<file path="src/rtl/pipeline_pkg.sv">
// -----------------------------------------------------------------------------
// pipeline_pkg
//   Shared definitions for the RV64 pipeline hazard/stall controller.
//   - state_t   : cache-miss sequencing FSM states (RUN, IMISS, DMISS)
//   - RES_*     : execute-stage result_src encodings (RES_LOAD marks a load)
//   - FWD_*     : ALU operand forwarding select encodings
// -----------------------------------------------------------------------------
package pipeline_pkg;

  typedef enum logic [1:0] {
    ST_RUN   = 2'b00,
    ST_IMISS = 2'b01,
    ST_DMISS = 2'b10
  } state_t;

  // Result-source encodings seen on the execute-stage result_src bus.
  localparam logic [2:0] RES_ALU  = 3'b000;
  localparam logic [2:0] RES_LOAD = 3'b001;
  localparam logic [2:0] RES_PC4  = 3'b010;
  localparam logic [2:0] RES_IMM  = 3'b011;
  localparam logic [2:0] RES_CSR  = 3'b100;

  // Forwarding select encodings for the execute ALU operand muxes.
  localparam logic [1:0] FWD_RF  = 2'b00;
  localparam logic [1:0] FWD_WB  = 2'b01;
  localparam logic [1:0] FWD_MEM = 2'b10;

  // True when a destination register write can hazard against a source:
  // the write is enabled, it does not target x0, and the addresses match.
  function automatic logic reg_hit(input logic       we,
                                   input logic [7:0] rd,
                                   input logic [7:0] rs);
    return we && (rd != '0) && (rd == rs);
  endfunction

endpackage

</file>
<file path="src/rtl/pipeline_ctrl_forward_sel.sv">
// -----------------------------------------------------------------------------
// forward_sel
//   Operand forwarding select for one execute-stage source register.
//   The memory stage holds the younger result, so it wins over writeback.
//
//   Ports:
//     i_rs_addr_e  execute-stage source register address
//     i_rd_addr_m  memory-stage destination address
//     i_reg_we_m   memory-stage register write enable
//     i_rd_addr_w  writeback-stage destination address
//     i_reg_we_w   writeback-stage register write enable
//     o_sel        FWD_MEM / FWD_WB / FWD_RF
// -----------------------------------------------------------------------------
module forward_sel
  import pipeline_pkg::*;
#(
  parameter int REG_ADDR_W = 5
) (
  input  logic [REG_ADDR_W-1:0] i_rs_addr_e,
  input  logic [REG_ADDR_W-1:0] i_rd_addr_m,
  input  logic                  i_reg_we_m,
  input  logic [REG_ADDR_W-1:0] i_rd_addr_w,
  input  logic                  i_reg_we_w,
  output logic [1:0]            o_sel
);

  logic hit_m;
  logic hit_w;

  // Addresses are zero-extended to the helper's fixed width.
  assign hit_m = reg_hit(i_reg_we_m, 8'(i_rd_addr_m), 8'(i_rs_addr_e));
  assign hit_w = reg_hit(i_reg_we_w, 8'(i_rd_addr_w), 8'(i_rs_addr_e));

  always_comb begin
    // NOTE: every always_comb output gets a default first so no path can
    // leave it unassigned and infer a latch.
    o_sel = FWD_RF;
    if (hit_m) begin
      o_sel = FWD_MEM;
    end else if (hit_w) begin
      o_sel = FWD_WB;
    end
  end

endmodule

</file>
<file path="src/rtl/pipeline_ctrl.sv">
// -----------------------------------------------------------------------------
// pipeline_ctrl
//   Hazard and stall controller for the 5-stage RV64 core.
//   - Stall/flush enables for the F/D/E/M/W pipeline registers, derived
//     combinationally from load-use, branch and cache-miss conditions.
//   - ALU operand forwarding selects (two forward_sel instances).
//   - Small FSM tracking the I-cache / D-cache miss handshakes.
//   - Saturating counter of cycles in which fetch was stalled.
//
//   Ports:
//     i_clk, i_arst                  clock, asynchronous active-high reset
//     i_rs1_addr_d, i_rs2_addr_d     decode-stage sources
//     i_rs1_addr_e, i_rs2_addr_e     execute-stage sources
//     i_rd_addr_e, i_result_src_e    execute-stage destination / result select
//     i_rd_addr_m, i_reg_we_m        memory-stage destination / write enable
//     i_rd_addr_w, i_reg_we_w        writeback-stage destination / write enable
//     i_pc_src_e                     branch/jump taken in execute
//     i_imem_miss, i_imem_done       I-cache miss level / fill-complete pulse
//     i_dmem_miss, i_dmem_done       D-cache miss level / fill-complete pulse
//     o_stall_f..o_stall_w           hold the stage register
//     o_flush_d, o_flush_e           clear the stage register to a bubble
//     o_forward_a, o_forward_b       ALU operand forwarding selects
//     o_stall_cnt                    saturating stall-cycle counter
// -----------------------------------------------------------------------------
module pipeline_ctrl
  import pipeline_pkg::*;
#(
  parameter int REG_ADDR_W = 5,
  parameter int CNT_W      = 32
) (
  input  logic                  i_clk,
  input  logic                  i_arst,
  input  logic [REG_ADDR_W-1:0] i_rs1_addr_d,
  input  logic [REG_ADDR_W-1:0] i_rs2_addr_d,
  input  logic [REG_ADDR_W-1:0] i_rs1_addr_e,
  input  logic [REG_ADDR_W-1:0] i_rs2_addr_e,
  input  logic [REG_ADDR_W-1:0] i_rd_addr_e,
  input  logic [2:0]            i_result_src_e,
  input  logic [REG_ADDR_W-1:0] i_rd_addr_m,
  input  logic                  i_reg_we_m,
  input  logic [REG_ADDR_W-1:0] i_rd_addr_w,
  input  logic                  i_reg_we_w,
  input  logic                  i_pc_src_e,
  input  logic                  i_imem_miss,
  input  logic                  i_imem_done,
  input  logic                  i_dmem_miss,
  input  logic                  i_dmem_done,
  output logic                  o_stall_f,
  output logic                  o_stall_d,
  output logic                  o_stall_e,
  output logic                  o_stall_m,
  output logic                  o_stall_w,
  output logic                  o_flush_d,
  output logic                  o_flush_e,
  output logic [1:0]            o_forward_a,
  output logic [1:0]            o_forward_b,
  output logic [CNT_W-1:0]      o_stall_cnt
);

  state_t           state_q;
  logic [CNT_W-1:0] stall_cnt_q;

  logic dstall;
  logic istall;
  logic lwstall;

  logic stall_f, stall_d, stall_e, stall_m, stall_w;
  logic flush_d, flush_e;
  logic [1:0] fwd_a, fwd_b;

  // ---------------------------------------------------------------------------
  // Hazard detection
  // ---------------------------------------------------------------------------
  // A D-miss done pulse releases the pipeline in the same cycle, so the
  // stages advance on the edge that ends the miss.
  assign dstall = i_dmem_miss & ~i_dmem_done;
  assign istall = i_imem_miss & ~i_imem_done;

  // Load in execute whose destination is read by the instruction in decode.
  assign lwstall = (i_result_src_e == RES_LOAD) && (i_rd_addr_e != '0) &&
                   ((i_rd_addr_e == i_rs1_addr_d) || (i_rd_addr_e == i_rs2_addr_d));

  always_comb begin
    stall_f = 1'b0;
    stall_d = 1'b0;
    stall_e = 1'b0;
    stall_m = 1'b0;
    stall_w = 1'b0;
    flush_d = 1'b0;
    flush_e = 1'b0;
    if (dstall) begin
      // Whole pipeline frozen; a flush now would destroy held state.
      stall_f = 1'b1;
      stall_d = 1'b1;
      stall_e = 1'b1;
      stall_m = 1'b1;
      stall_w = 1'b1;
    end else begin
      stall_f = lwstall | istall;
      // A taken branch kills the decode instruction, so holding it is moot.
      stall_d = lwstall & ~i_pc_src_e;
      flush_e = lwstall | i_pc_src_e;
      // During an I-miss decode gets bubbles, unless a load-use stall is
      // holding the decode instruction in place.
      flush_d = i_pc_src_e | (istall & ~lwstall);
    end
  end

  // ---------------------------------------------------------------------------
  // Forwarding (evaluated even while frozen; harmless since stages hold)
  // ---------------------------------------------------------------------------
  forward_sel #(.REG_ADDR_W(REG_ADDR_W)) u_fwd_a (
    .i_rs_addr_e (i_rs1_addr_e),
    .i_rd_addr_m (i_rd_addr_m),
    .i_reg_we_m  (i_reg_we_m),
    .i_rd_addr_w (i_rd_addr_w),
    .i_reg_we_w  (i_reg_we_w),
    .o_sel       (fwd_a)
  );

  forward_sel #(.REG_ADDR_W(REG_ADDR_W)) u_fwd_b (
    .i_rs_addr_e (i_rs2_addr_e),
    .i_rd_addr_m (i_rd_addr_m),
    .i_reg_we_m  (i_reg_we_m),
    .i_rd_addr_w (i_rd_addr_w),
    .i_reg_we_w  (i_reg_we_w),
    .o_sel       (fwd_b)
  );

  // ---------------------------------------------------------------------------
  // Miss-sequencing FSM and stall counter
  // ---------------------------------------------------------------------------
  // NOTE: sequential state is written with non-blocking assignments so every
  // flop samples pre-edge values regardless of statement order.
  always_ff @(posedge i_clk or posedge i_arst) begin
    if (i_arst) begin
      state_q     <= ST_RUN;
      stall_cnt_q <= '0;
    end else begin
      case (state_q)
        ST_RUN: begin
          // D-miss has priority over a simultaneous I-miss.
          if (i_dmem_miss) begin
            state_q <= ST_DMISS;
          end else if (i_imem_miss) begin
            state_q <= ST_IMISS;
          end
        end
        ST_IMISS: begin
          // A taken branch here does not leave IMISS: the fetch unit owns
          // the redirect once the fill completes.
          if (i_dmem_miss) begin
            state_q <= ST_DMISS;
          end else if (i_imem_done) begin
            state_q <= ST_RUN;
          end
        end
        ST_DMISS: begin
          if (i_dmem_done) begin
            state_q <= i_imem_miss ? ST_IMISS : ST_RUN;
          end
        end
        default: state_q <= ST_RUN;
      endcase

      if (stall_f && (stall_cnt_q != '1)) begin
        stall_cnt_q <= stall_cnt_q + CNT_W'(1);
      end
    end
  end

  // ---------------------------------------------------------------------------
  // Outputs: all combinational outputs read as zero while reset is asserted.
  // ---------------------------------------------------------------------------
  always_comb begin
    o_stall_f   = stall_f & ~i_arst;
    o_stall_d   = stall_d & ~i_arst;
    o_stall_e   = stall_e & ~i_arst;
    o_stall_m   = stall_m & ~i_arst;
    o_stall_w   = stall_w & ~i_arst;
    o_flush_d   = flush_d & ~i_arst;
    o_flush_e   = flush_e & ~i_arst;
    o_forward_a = i_arst ? FWD_RF : fwd_a;
    o_forward_b = i_arst ? FWD_RF : fwd_b;
  end

  assign o_stall_cnt = stall_cnt_q;

endmodule

</file>
<file path="config.mk">
export PLATFORM = sky130hd
export DESIGN_NAME = pipeline_ctrl
export DESIGN_NICKNAME = d
export VERILOG_FILES = /design/src/rtl/pipeline_pkg.sv /design/src/rtl/pipeline_ctrl_forward_sel.sv /design/src/rtl/pipeline_ctrl.sv
export SDC_FILE = /design/constraint.sdc
export NUM_CORES = 1
export LEC_CHECK = 0
export ABC_AREA = 1
export CORE_MARGIN = 2
export CORE_UTILIZATION = 43
export DETAILED_ROUTE_END_ITERATION = 8
export PLACE_DENSITY = 0.78
export SLEW_MARGIN = 20
export SYNTH_ARGS = -nofsm -noshare
export SYNTH_HDL_FRONTEND = slang
export SYNTH_SLANG_ARGS = --single-unit
</file>
<file path="constraint.sdc">
create_clock -name i_clk -period 2.5 [get_ports i_clk]
set_clock_uncertainty 0.1 [all_clocks]
set_input_delay 0.625 -clock i_clk [delete_from_list [all_inputs] [get_ports i_clk]]
set_output_delay 0.625 -clock i_clk [all_outputs]
set_load 0.005 [all_outputs]
</file>
; ---- Yosys cells after proc, flatten, opt, wreduce, memory -nomap -nowiden
; Index checks and enable logic that the tools add are counted.
[classes]
add_sub_neg = 1
bitwise_logic = 17
mux = 11
reduce_logical = 13
eq_ne = 8
[ops]
columns = op, n
row1 = $add 32x1->32 const B, 1
row2 = $ne 32x32->1 const B, 1
row3 = $eq 5x5->1, 6
row4 = $reduce_bool 5->1, 3
row5 = $and 1x1->1, 9
row6 = $logic_and 1x1->1, 9
row7 = $mux 2, 4
row8 = $mux 1, 7
row9 = $not 1->1, 5
row10 = $eq 3x1->1 const B, 1
row11 = $or 1x1->1, 3
row12 = $logic_or 1x1->1, 1
[totals]
register_bits = 32
output_inout_bits = 43
word_cells = 51

; ---- Longest topological paths before layout
; Gate-level depths: netlist of run 1.
[depth]
depth_word = 8
depth_mapped = 12

; ---- Cells and area by module
; A second synthesis of run 1 with hierarchy kept.
[hier_totals]
hier_cells = 518
area_unflattened_um2 = 3079.2
[modules_own_cells]
columns = mod, area_each_um2, cells_per_inst, seq_area_each_um2, instances
row1 = pipeline_ctrl, 2636.3, 416, 800.8, 1
row2 = forward_sel, 221.5, 51, 0.0, 2

; ---- Least setup slack after synthesis of run 1
; Ideal clock, no wire load.
[synth_path]
path_kind = input to output
start = in i_arst
end = out o_forward_a[0]
setup_slack_ps = -143
path_buffers = 0
arrival_time_ps = 1918
cell_stages = 5
path_cell_list = inv_1 -> o21ai_0 -> nor3_1 -> nand4_1 -> a21oi_1
[synth_via]
elab_chain_cells = 1
[synth_lines]
columns = item, line_no
row1 = "start, declared", pipeline_ctrl.sv:32  ; input logic i_arst,
row2 = $mux 2, pipeline_ctrl.sv:183  ; o_forward_a = i_arst ? FWD_RF : fwd_a;
row3 = "end, declared", pipeline_ctrl.sv:55  ; output logic [1:0] o_forward_a,
; No other way between the ends.

; ---- Final worst setup path of run 1
[layout_path]
start = in i_rs2_addr_d[0]
end = out o_flush_d
[layout_via]
elab_chain_cells = 8
[layout_lines]
columns = item, line_no
row1 = "start, declared", pipeline_ctrl.sv:34  ; input logic [REG_ADDR_W-1:0] i_rs2_addr_d,
row2 = $eq 5x5->1, pipeline_ctrl.sv:81  ; ((i_rd_addr_e == i_rs1_addr_d) || (i_rd_addr_e == i_rs2_addr_d));
row3 = $logic_or 1x1->1, pipeline_ctrl.sv:81
row4 = $logic_and 1x1->1, pipeline_ctrl.sv:80  ; assign lwstall = (i_result_src_e == RES_LOAD) && (i_rd_addr_e != '0) &&
row5 = $not 1->1, pipeline_ctrl.sv:105  ; flush_d = i_pc_src_e | (istall & ~lwstall);
row6 = $and 1x1->1, pipeline_ctrl.sv:105
row7 = $or 1x1->1, pipeline_ctrl.sv:105
row8 = $mux 1, pipeline_ctrl.sv:91  ; if (dstall) begin
row9 = $and 1x1->1, pipeline_ctrl.sv:181  ; o_flush_d = flush_d & ~i_arst;
row10 = "end, declared", pipeline_ctrl.sv:53  ; output logic o_flush_d,
; No other way between the ends.

==> results of run 1 <==
Yosys cell counts, drive strengths merged:
library cell,count,area (um2)
nand3b,4,30.0
nor3,12,60.1
xnor2,15,131
o41ai,1,8.76
ha,1,12.5
nand4,5,31.3
and2,2,12.5
o22ai,1,6.26
o21ai,3,15.0
dfrtp,32,801
or2,2,12.5
a21oi,8,40.0
buf,10,81.3
inv,61,229
nor2,57,241
nand2,182,703
xor2,15,131
nand3,54,288
and3,1,6.26
repair_timing:
item                                    CTS  global route
endpoints found under the setup margin   11             8
buffers inserted                          5             1
pin swaps                                24            19
resized for setup                        87            26
hold buffers                              0             0
how the worst max path moves through the flow:
stage                         start             end  slack (ps)
floorplan                    i_arst  o_forward_a[0]         250
global placement     i_rd_addr_m[3]  o_forward_a[0]        -570
detailed placement   i_rd_addr_e[2]       o_flush_d        -600
CTS                  i_rd_addr_m[3]  o_forward_a[0]         -80
global route        i_rs2_addr_d[0]       o_flush_d         -50
finish              i_rs2_addr_d[0]       o_flush_d          20
metrics by stage:
stage / std cells / TNS [ps] / power (uW) / utilization (%)
after global placement: 634 / -5630 / 1010 / 60.3
final: 648 / 0 / 1450 / 62.6
after global routing: 648 / -80.6 / 1520 / 62.6
after floorplan: 466 / 0 / 805 / -
after detailed placement: 634 / -7580 / 1020 / 60.3
after CTS: 647 / -81.9 / 1440 / 62.0
power groups by stage:
| stage | clock network [uW] | registers [uW] | logic, uW |
|---|---|---|---|
| 2_1_floorplan | 0 | 609 | 196 |
| 3_5_place_dp | 0 | 614 | 411 |
| 6_report | 424 | 607 | 416 |
| 3_3_place_gp | 0 | 614 | 399 |
| 5_1_grt | 452 | 613 | 460 |
| 4_1_cts | 428 | 606 | 404 |
cell usage in the layout (no fill, tap or decap), drive strengths merged, types with 4 or more instances in the layout:
master / count
xnor2: 15
clkdlybuf4s50: 42
a21oi: 8
nor3: 12
nand2: 182
dfrtp: 32
clkbuf: 13
buf: 26
nand4: 5
nor2: 57
inv: 60
nand3: 54
nand3b: 4
xor2: 15
dlygate4sd2: 31
logic make-up after synthesis:
family                   count (synthesis)  synth area share, %
AO/OA/AOI/OAI                           13                 2.47
flip-flops                              32                 28.2
buffers and inverters                   71                 10.9
XOR/XNOR                                30                 9.25
adder cells (fa/ha/maj)                  1                0.440
AND/OR/NAND/NOR                        319                 48.7
worst max-delay path, cell delays in order:
cell and delay (ps):
dlygate4sd2_1 250, nand2_1 60, inv_1 50, nor2_2 90, nor2_1 50, nand3_1 70
nand2_1 80, nand2_2 110, nand2_2 70, a21oi_2 150, buf_2 140
final cells by class:
type | count | area, um2
fill | 617 | 2390
multi-input combinational | 363 | 1830
timing repair buffer | 107 | 951
sequential | 32 | 801
inverter | 61 | 233
tap | 77 | 96.3
clock buffer | 8 | 90.1
layer usage:
metal	vias up	wire length, um	GRT usage [%]	part of all wire [%]
met5	-	0	0	0
met1	1476	3830	30.4	45
met2	63	4220	39.6	50
met4	0	127	5.92	1.5
met3	13	267	3.60	3.2
li1	1650	-	-	-
==> results.json, run 1 <==
{
  "die_w_um": 85.3,
  "critPathMaxFanout": 4,
  "hpwl_mm": 6.43,
  "slew_headroom_pct": 78.0,
  "diodes": 0,
  "place_ws_ps": -602,
  "end_kind": "output pin",
  "holdWs_ps": 435,
  "largest_register_ffs": 32,
  "initial_core_util_pct": 44.5,
  "nets": 618,
  "cts-buffers-inserted": 5,
  "clkLatencyLatePin_ps": 290,
  "die_height_um": 85.3,
  "grt_pass1_wl_mm": 13.8,
  "criticalPathCategory": "input pin to output pin",
  "ys_ff_latch": 32,
  "cts_buffer_depth": 2,
  "synth_area_per_cell_um2": 6.10,
  "synthCells": 466,
  "cts_tree": "built",
  "wl_per_cell_um": 13.0,
  "powerDensity_mw_per_mm2": 362,
  "finalCritPeriodShare_pct": 99.4,
  "drtIter0Drc": 179,
  "grt_max_degree": 28,
  "antenna_found_initial": 0,
  "r2r-start": "o_stall_cnt[0]",
  "areaGrowthSynthToFinish_pct": 40.6,
  "gp_congestion": 0.915,
  "syn-cell-area_mm2": 0.00284,
  "worst_pin_slew_ps": 329,
  "wl_mm": 8.45,
  "peakVddDrop_mv": 0.332,
  "r2r_cells": 9,
  "drc": 0,
  "postPlaceCellArea_mm2": 0.00385,
  "synth_nets": 514,
  "outcome": "completed",
  "ios": 90,
  "switchingPower_uw": 455,
  "hold_start": "o_stall_cnt[29]",
  "finalMaxSlewViolations": 0,
  "port_buffers": 89,
  "fp.dieArea_mm2": 0.00727,
  "grt_usage_pct": 23.1,
  "rrSetupSlack_ps": 310,
  "r2r-end": "o_stall_cnt[16]",
  "seq_power_share_pct": 41.9,
  "cts.htree.levels": 2,
  "final_area_mm2": 0.00400,
  "layout-drive-gt1-share_pct": 13.0,
  "cts-root-buf": "clkbuf_8",
  "finalSetupViolations": 0,
  "yosysUniqueCellTypes": 27,
  "maxCapViolations": 0,
  "ant_nets": 0,
  "first_global_vias": 2983,
  "path_clk_slew_ps": 60,
  "hold_depth": 2,
  "cp-start-kind": "input pin",
  "required_ps": 1770,
  "cp.arrival_ps": 1760,
  "p_int_uw": 991,
  "combPwrFrac_pct": 28.8,
  "core_area_mm2": 0.00639,
  "num_rows": 29,
  "hold_path_end": "o_stall_cnt[29]",
  "hold_viol": 0,
  "yosysSeqAreaShare_pct": 28.2,
  "max_freq_ghz": 0.403,
  "sw_frac_of_total_pct": 31.5,
  "drt_first_pass_iters": 5,
  "ys_warn_count": 0,
  "clkPwrFrac_pct": 29.3,
  "vias": 3202,
  "hold_path_class": "flop to flop",
  "worst_slack_ps": 15.8,
  "clkSinkCount": 32,
  "leakage_uw": 0.00205,
  "fin_crit_ps": 2480,
  "avgViaCountPerCell": 4.94,
  "gr-total-overflow": 0
}
Power figures use the tool's default switching activity.
==> run 2: changes to the inputs <==
--- a/config.mk
+++ b/config.mk
@@ -7,9 +7,11 @@
 export LEC_CHECK = 0
 export ABC_AREA = 1
 export CORE_MARGIN = 2
-export CORE_UTILIZATION = 43
+export CORE_UTILIZATION = 44
+export CTS_BUF_LIST = sky130_fd_sc_hd__clkbuf_4
 export DETAILED_ROUTE_END_ITERATION = 8
-export PLACE_DENSITY = 0.78
+export MAX_ROUTING_LAYER = met4
+export PLACE_DENSITY = 0.8
 export SLEW_MARGIN = 20
 export SYNTH_ARGS = -nofsm -noshare
 export SYNTH_HDL_FRONTEND = slang
==> run 2 against run 1 <==
Compared with the run above:
- sequential share of layout area up 0.24 points
- sequential power hardly changed
- first-iteration DRC count grew 23%
- register-to-register slack lost 40 ps
- combinational power decreased by 2%
- flip-flop and latch count unchanged
- setup slack worse by 4.8 ps
- global-route usage rose by 1.5 points
- count of clock-buffer cells in the layout down 3
- final area is 1.2% lower
- final cell count unchanged
- largest cell class unchanged
- largest power group unchanged
- highest routed layer unchanged
==> results.json, run 2 (synthesis results as in run 1) <==
{
  "layout-drive-gt1-share_pct": 13.0,
  "hold_depth": 2,
  "finalMaxSlewViolations": 0,
  "num_rows": 29,
  "hold_viol": 0,
  "clkLatencyLatePin_ps": 350,
  "antenna_found_initial": 0,
  "areaGrowthSynthToFinish_pct": 39.0,
  "final_cell_mix": "nand2_1 (176), inv_1 (56), nand3_1 (50)",
  "critPathMostFrequentCell": "buf_4",
  "sw_frac_of_total_pct": 33.6,
  "stdcell_count": 648,
  "vias": 3219,
  "crit_slowest_cell": "dlygate4sd2_1",
  "path_clk_slew_ps": 110,
  "dpl.cell_count": 638,
  "r2r-start": "o_stall_cnt[0]",
  "wl_per_cell_um": 13.1,
  "slowest_delay_ps": 270,
  "critPathMaxFanout": 2,
  "multiInputGateArea_mm2": 0.00182,
  "r2r_cells": 9,
  "powerDensity_mw_per_mm2": 329,
  "required_ps": 1770,
  "hold_path_class": "flop to flop",
  "r2r-end": "o_stall_cnt[7]",
  "final_common_cell": "nand2_1",
  "criticalPathCategory": "input pin to output pin",
  "outcome": "completed",
  "finalSetupViolations": 0,
  "largest_register_ffs": 32,
  "first_global_vias": 3010,
  "p_int_uw": 863,
  "cp-start-kind": "input pin",
  "ios": 90,
  "cts_buffer_depth": 2,
  "switchingPower_uw": 437,
  "clkPwrFrac_pct": 21.8,
  "met3_wirelength_um": 359,
  "highest_layer": "met4",
  "finalCritPeriodShare_pct": 99.6,
  "peakVddDrop_mv": 0.297,
  "fin_crit_ps": 2490,
  "cts_tree": "built",
  "gr-total-overflow": 0,
  "seq_power_share_pct": 46.7,
  "hpwl_mm": 6.45,
  "final_core_util_pct": 62.5,
  "avgViaCountPerCell": 4.97,
  "fp.dieArea_mm2": 0.00712,
  "slew_headroom_pct": 72.4,
  "tns_ps": 0,
  "leakage_uw": 0.00205,
  "nets": 619,
  "wl_met2_mm": 4.23,
  "core_area_mm2": 0.00631,
  "cp_cell_sequence": "dlygate4sd2_1 -> buf_6 -> xor2_2 -> nor2_2 -> buf_4 -> buf_4 -> a21oi_1 -> buf_2",
  "grt_usage_pct": 24.6,
  "diodes": 0,
  "rrSetupSlack_ps": 270,
  "cts-buffers-inserted": 5,
  "max_freq_ghz": 0.402,
  "clkSinkCount": 32,
  "end_kind": "output pin",
  "grt_max_degree": 33,
  "hold_start": "o_stall_cnt[26]",
  "ant_nets": 0,
  "cp.arrival_ps": 1760,
  "ff_latch_area_um2": 801,
  "die_w_um": 84.4,
  "hold_path_end": "o_stall_cnt[26]",
  "worst_pin_slew_ps": 414,
  "cts.htree.levels": 2,
  "cts-root-buf": "clkbuf_4",
  "wl_mm": 8.49,
  "drc": 0,
  "combPwrFrac_pct": 31.5,
  "gp_congestion": 0.930,
  "maxCapViolations": 0,
  "filler_cell_count": 609,
  "wl_met1_mm": 3.75,
  "port_buffers": 89,
  "die_height_um": 84.4,
  "initial_core_util_pct": 45.0,
  "drt_first_pass_iters": 5,
  "rsz0062_at_grt": "true",
  "holdBufCountCts": 0,
  "grt_pass1_wl_mm": 14.0,
  "drtIter0Drc": 220
}
==> run 2: cell count changes in the layout (fill, tap and decap cells not counted), sizes merged <==
cell | before | now
clkbuf | 13 | 12
dlygate4sd2 | 31 | 25
clkinv | 0 | 2
dlymetal6s2s | 2 | 3
clkdlybuf4s15 | 1 | 4
buf | 26 | 27
==> run 2: power by group through the flow <==
| stage | Sequential, uW | Clock (uW) | Combinational, uW |
|---|---|---|---|
| global placement | 615 | 0 | 405 |
| global route | 614 | 308 | 454 |
| CTS | 608 | 291 | 406 |
| detailed placement | 617 | 0 | 416 |
| finish | 607 | 284 | 409 |
| floorplan | 609 | 0 | 196 |
==> run 2: final cells by class <==
type                       instances  area share (%)
clock buffer                       5           0.951
clock inverter                     2           0.190
inverter                          61            5.89
multi-input combinational        363            46.0
sequential                        32            20.3
tap                               77            2.44
timing repair buffer             108            24.2
==> run 2: how the worst max path moves through the flow <==
stage	startpoint	endpoint	slack (ps)	cells after the start
6_report	i_rd_addr_m[4]	o_forward_a[0]	10	8
3_3_place_gp	i_rd_addr_m[3]	o_forward_b[0]	-560	6
2_1_floorplan	i_arst	o_forward_a[0]	250	5
5_1_grt	i_result_src_e[1]	o_stall_d	-50	7
4_1_cts	i_rs2_addr_e[4]	o_forward_b[0]	9	6
3_5_place_dp	i_rd_addr_e[3]	o_flush_e	-600	10
==> run 2: layer usage <==
layer,vias to the layer above,track usage (%)
li1,1654,-
met2,86,41.6
met3,18,3.05
met1,1461,31.3
met5,-,-
met4,0,6.49
==> run 2: repair_timing <==
item,4_1_cts,5_1_grt
endpoints found under the setup margin,11,8
buffers inserted,3,0
pin swaps,21,9
resized for setup,89,26
==> run 2: metrics by stage <==
| step | area [um2] | total power, uW | hold WS [ps] | setup WS (ps) |
|---|---|---|---|---|
| floorplan | 2850 | 805 | 403 | 249 |
| global placement | 3880 | 1020 | 408 | -564 |
| detailed placement | 3880 | 1030 | 427 | -604 |
| CTS | 3930 | 1300 | 452 | 8.98 |
| global route | 3950 | 1380 | 469 | -48.2 |
| finish | 3950 | 1300 | 448 | 11.0 |
==> run 2: critical path: cells and delay by family <==
kind,cells,cell delay [ps]
compound gates,1,130
simple gates,1,70
buf+inv,5,780
xor+xnor,1,170
